`config.mk`:
```
export PLATFORM = sky130hd
export DESIGN_NAME = blink_toggle_gen
export DESIGN_NICKNAME = d
export VERILOG_FILES = /design/src/rtl/blink_pkg.sv /design/src/rtl/blink_sync_2ff.sv /design/src/rtl/blink_toggle_gen.sv
export SDC_FILE = /design/constraint.sdc
export NUM_CORES = 1
export LEC_CHECK = 0
export BUFFER_PORTS_ARGS = -buffer_cell sky130_fd_sc_hd__buf_4
export CORE_UTILIZATION = 30
export DETAILED_ROUTE_END_ITERATION = 8
export SLEW_MARGIN = 0
export SYNTH_ARGS = -nofsm -noshare
export SYNTH_HDL_FRONTEND = slang
export SYNTH_HIERARCHICAL = 1
export SYNTH_SLANG_ARGS = --single-unit
```
`constraint.sdc`:
```
create_clock -name i_Clk -period 2.85 [get_ports i_Clk]
set_clock_uncertainty 0.1 [all_clocks]
set_input_delay 0.57 -clock i_Clk [delete_from_list [all_inputs] [get_ports i_Clk]]
set_output_delay 0.57 -clock i_Clk [all_outputs]
set_load 0.03 [all_outputs]
```
`src/rtl/blink_pkg.sv`:
```
// blink_pkg: rate selects, 25 MHz half-period defaults and FSM encoding shared by the blink chain.
package blink_pkg;
  localparam logic [1:0] RATE_10HZ = 2'd0;
  localparam logic [1:0] RATE_5HZ  = 2'd1;
  localparam logic [1:0] RATE_2HZ  = 2'd2;
  localparam logic [1:0] RATE_1HZ  = 2'd3;
  localparam int HP_10HZ_25M = 1250000;
  localparam int HP_5HZ_25M  = 2500000;
  localparam int HP_2HZ_25M  = 6250000;
  localparam int HP_1HZ_25M  = 12500000;
  localparam logic [0:0] ST_IDLE = 1'b0;
  localparam logic [0:0] ST_RUN  = 1'b1;
endpackage

```
`src/rtl/blink_sync_2ff.sv`:
```
// blink_sync_2ff: W-bit two-flop synchronizer with asynchronous active-high reset.
module blink_sync_2ff #(
  parameter int W = 1
) (
  input  logic         i_Clk,
  input  logic         i_Rst,
  input  logic [W-1:0] i_D,
  output logic [W-1:0] o_Q
);
  logic [W-1:0] meta;
  always_ff @(posedge i_Clk or posedge i_Rst)
    if (i_Rst) {o_Q, meta} <= '0;
    else {o_Q, meta} <= {meta, i_D};
endmodule

```
`src/rtl/blink_toggle_gen.sv`:
```
// blink_toggle_gen: rate-selectable square wave with a flip tick for the blink LED demux.
// Define BLINK_TOGGLE_SYNC_EN to pass i_Enable/i_Rate_Sel through a 2-flop synchronizer.
module blink_toggle_gen import blink_pkg::*; #(
  parameter int HALF_PERIOD_0 = HP_10HZ_25M,
  parameter int HALF_PERIOD_1 = HP_5HZ_25M,
  parameter int HALF_PERIOD_2 = HP_2HZ_25M,
  parameter int HALF_PERIOD_3 = HP_1HZ_25M
) (
  input  logic       i_Clk,
  input  logic       i_Rst,
  input  logic       i_Enable,
  input  logic [1:0] i_Rate_Sel,
  output logic       o_Toggle,
  output logic       o_Tick,
  output logic       o_Active
);
  localparam int CW = $clog2(HALF_PERIOD_3);
  localparam logic [CW-1:0] T0 = CW'(HALF_PERIOD_0 - 1);
  localparam logic [CW-1:0] T1 = CW'(HALF_PERIOD_1 - 1);
  localparam logic [CW-1:0] T2 = CW'(HALF_PERIOD_2 - 1);
  localparam logic [CW-1:0] T3 = CW'(HALF_PERIOD_3 - 1);
  if (HALF_PERIOD_0 < 2 || HALF_PERIOD_1 < 2 || HALF_PERIOD_2 < 2 || HALF_PERIOD_3 < 2 ||
      HALF_PERIOD_3 < HALF_PERIOD_0 || HALF_PERIOD_3 < HALF_PERIOD_1 || HALF_PERIOD_3 < HALF_PERIOD_2) begin : g_bad_hp
    $error("blink_toggle_gen: half-periods must be >= 2 and HALF_PERIOD_3 the largest");
  end
  logic [2:0] in_q;
  logic en;
  logic [1:0] sel;
`ifdef BLINK_TOGGLE_SYNC_EN
  blink_sync_2ff #(.W(3)) u_sync (
    .i_Clk(i_Clk),
    .i_Rst(i_Rst),
    .i_D({i_Enable, i_Rate_Sel}),
    .o_Q(in_q)
  );
`else
  assign in_q = {i_Enable, i_Rate_Sel};
`endif
  assign {en, sel} = in_q;
  logic [0:0] state;
  logic [1:0] rate;
  logic [CW-1:0] cnt, term;
  logic wrap;
  always_comb begin
    term = rate == RATE_10HZ ? T0 : rate == RATE_5HZ ? T1 : rate == RATE_2HZ ? T2 : T3;
    wrap = cnt == term;
  end
  assign o_Active = state == ST_RUN;
  // Rate is only re-latched at a flip so a half-period in progress is never cut or stretched.
  always_ff @(posedge i_Clk or posedge i_Rst)
    if (i_Rst) begin
      state    <= ST_IDLE;
      rate     <= RATE_10HZ;
      cnt      <= '0;
      o_Toggle <= 1'b0;
      o_Tick   <= 1'b0;
    end else if (state == ST_IDLE || !en) begin
      cnt      <= '0;
      o_Toggle <= 1'b0;
      o_Tick   <= 1'b0;
      state    <= state == ST_IDLE && en ? ST_RUN : ST_IDLE;
      if (state == ST_IDLE && en) rate <= sel;
    end else begin
      o_Tick <= wrap;
      cnt    <= wrap ? '0 : cnt + 1'b1;
      if (wrap) begin
        o_Toggle <= ~o_Toggle;
        rate     <= sel;
      end
    end
endmodule

```
==> results.py <==
metrics = {
    "outcome": {
        "status": "finished, final reports clean",
    },
    "yosys": {
        "synth.area.top_cells": "dfrtp_1, nor2_1, xor2_1",
        "synth_commonest_cells": "nor2_1, dfrtp_1, nand2_1, xor2_1, xnor2_1",
        "yosysSeqAreaShare_pct": 43.5,
        "synth_top_area_cell": "dfrtp_1",
        "ys_async_sr_fraction_pct": 100,
        "yosysMostFrequentCell": "nor2_1",
        "yosysTopAreaCellShare_pct": 43.5,
        "avgSynthCellArea_sq_um": 9.32,
        "syn_inst": 179,
        "synth_edf_count": 0,
        "ys_warn_count": 6,
        "synth_fp_nets": 185,
        "netlist_area_sq_um": 1670,
        "ys_types": 38,
        "ys_seq_elements": 29,
        "synthFlopType": "dfrtp_1",
    },
    "placed_design": {
        "numPortBuffers": 7,
        "pre_cts_ws_ps": 553,
        "hpwl_um": 2360,
        "place_inst": 250,
        "place_congestion": 0.735,
    },
    "timing": {
        "fin_crit_sh_pct": 80.3,
        "maxSlewHeadroom_pct": 57.5,
        "setup_ws_ps": 561,
        "tightestPinTransition_ps": 633,
        "setup_viol": 0,
        "rsz0062_at_grt": "false",
        "finalHoldViolCount": 0,
        "fmax_mhz": 437,
        "fin_tns_setup_ps": 0,
        "period_needed_ps": 2290,
        "drv_slew": 0,
        "holdWs_ps": 257,
    },
    "power": {
        "leakage_nw": 0.759,
        "ir_drop_mv": 0.316,
        "p_per_area_nw_per_um2": 497,
    },
    "drt": {
        "routed_wl_um": 3300,
        "drc": 0,
        "viasPerCell": 4.89,
        "drt.antenna.violating_nets": 0,
        "wl_per_cell_um": 12.8,
        "vias": 1261,
        "first_pass_iters": 4,
        "drt_iter0_drc": 73,
    },
    "cts": {
        "clk_path_buf_depth": 2,
        "htree_levels": 2,
        "postCtsSetupBuffers": 0,
        "path_clk_slew_ps": 60,
        "cts_tree": "yes",
        "cts_resized": 0,
        "cts_sinks": 29,
        "cts-root-buf": "clkbuf_8",
        "hold_buffers": 0,
        "cts_made_buffers": 5,
        "clock_latency_ps": 280,
    },
    "global_routing": {
        "gr-usage-met1_pct": 17.3,
        "grt_use_met2_pct": 18.9,
        "grt_pass1_vias": 1219,
        "grt.overflow.total": 0,
        "grt_antenna_before_repair": 0,
        "grt_max_degree": 30,
        "grt.total_usage_pct": 12.9,
        "grt_pass1_wl_um": 5890,
        "top_usage_layer": "met2",
        "met3_usage_pct": 2.87,
    },
    "critical_path": {
        "max_stage_delay_ps": 460,
        "cp_top_family": "compound AO/OA/AOI/OAI gates",
        "critical_path.startpoint_type": "flip-flop",
        "crit_start": "cnt[0]",
        "cp.required_ps": 2910,
        "critical_path_class": "flip-flop to flip-flop",
        "path_cells": "ha_1 -> nand3_2 -> or3b_4 -> a2111oi_4 -> a31o_4 -> nor2_1",
        "r2r-start": "cnt[0]",
        "cp-end-kind": "flip-flop",
        "crit_fanout": 24,
        "cp.arrival_ps": 2350,
        "critPathBufInv": 0,
        "critical-path-slowest-cell": "a2111oi_4",
    },
    "cells_and_area": {
        "multi_input_area_sq_um": 865,
        "synthToLayoutAreaGrowth_pct": 12.3,
        "layout-drive-gt1-share_pct": 11.2,
        "fin_nets": 193,
        "nFillCells": 524,
        "antenna_cells": 0,
        "fin_cells": 258,
        "seqCellArea_sq_um": 726,
    },
    "floorplan": {
        "die_w_um": 76.6,
        "rows": 26,
        "fp.dieArea_sq_um": 5860,
        "core_area_sq_um": 5240,
        "die_height_um": 76.6,
        "ios": 8,
        "initial_core_util_pct": 31.8,
    },
    "min_path": {
        "hold_class": "input pin to async pin",
    },
    "job": {
        "max-cap-violations": 0,
    },
}
state kept, by name (all words and copies together) (netlist names):
name      cells
cnt          24
rate          2
o_Active      1
o_Tick        1
o_Toggle      1
area by class of cell:
cell class / instances / share of cell area [%]
tap: 70 / 4.68
clock buffer: 7 / 4.61
clock inverter: 1 / 1.60
timing repair buffer: 8 / 3.21
sequential: 29 / 38.7
multi-input combinational: 138 / 46.2
inverter: 5 / 1.00
cells by family after synthesis:
| family | count (synthesis) | synth area share, % |
|---|---|---|
| AOI/OAI and AO/OA | 22 | 11.0 |
| xor gates and xnor gates | 23 | 12.1 |
| adders and majority gates | 1 | 0.750 |
| buffers and inverters | 12 | 4.65 |
| DFF | 29 | 43.5 |
| muxes | 2 | 1.28 |
| and+or+nand+nor | 90 | 26.8 |
worst paths after layout:
kind,endpoint,slack [ps],cells after the start
min reg2reg,cnt[0],380,1
min in group i_Clk,o_Active,350,1
max in group asynchronous,o_Tick,2120,3
max,cnt[6],560,6
min,cnt[17],260,3
max reg2reg,cnt[6],560,6
routing by layer:
metal  part of all wire [%]  vias up
met1                     52      601
li1                       -      635
met2                     43       17
met5                      0        -
met3                    2.9        8
met4                    2.5        0
worst reg2reg max path: stages, from the launching register on:
cell and delay (ps):
dfrtp_1 380, ha_1 230, nand3_2 110, or3b_4 400, a2111oi_4 460, a31o_4 390, nor2_1 100
metrics by stage:
stage / cell area [sq um] / utilization, % / total power, W
6_report: 1870 / 35.8 / 0.000931
5_1_grt: 1870 / 35.8 / 0.000979
4_1_cts: 1870 / 35.8 / 0.000947
2_1_floorplan: 1670 / - / 0.000493
3_5_place_dp: 1760 / 33.5 / 0.000503
3_3_place_gp: 1760 / 33.5 / 0.000502
power breakdown:
part	internal (W)	switching, W
sequential	0.000417	0.0000147
clock	0.000284	0.000152
combinational	0.0000255	0.0000371
cells in the final DEF, fill, tap and decap left out, types with 6 or more instances in the layout:
cell type  Yosys  routed
xnor2_1        9       9
nand4_1        7       7
xor2_1        14      14
and3_1         6       6
nand2_1       15      15
clkbuf_8       0       6
dfrtp_1       29      29
nor2_1        35      35
nand3_1        8       8
buf_4          0       8
Power figures use the tool's default switching activity.
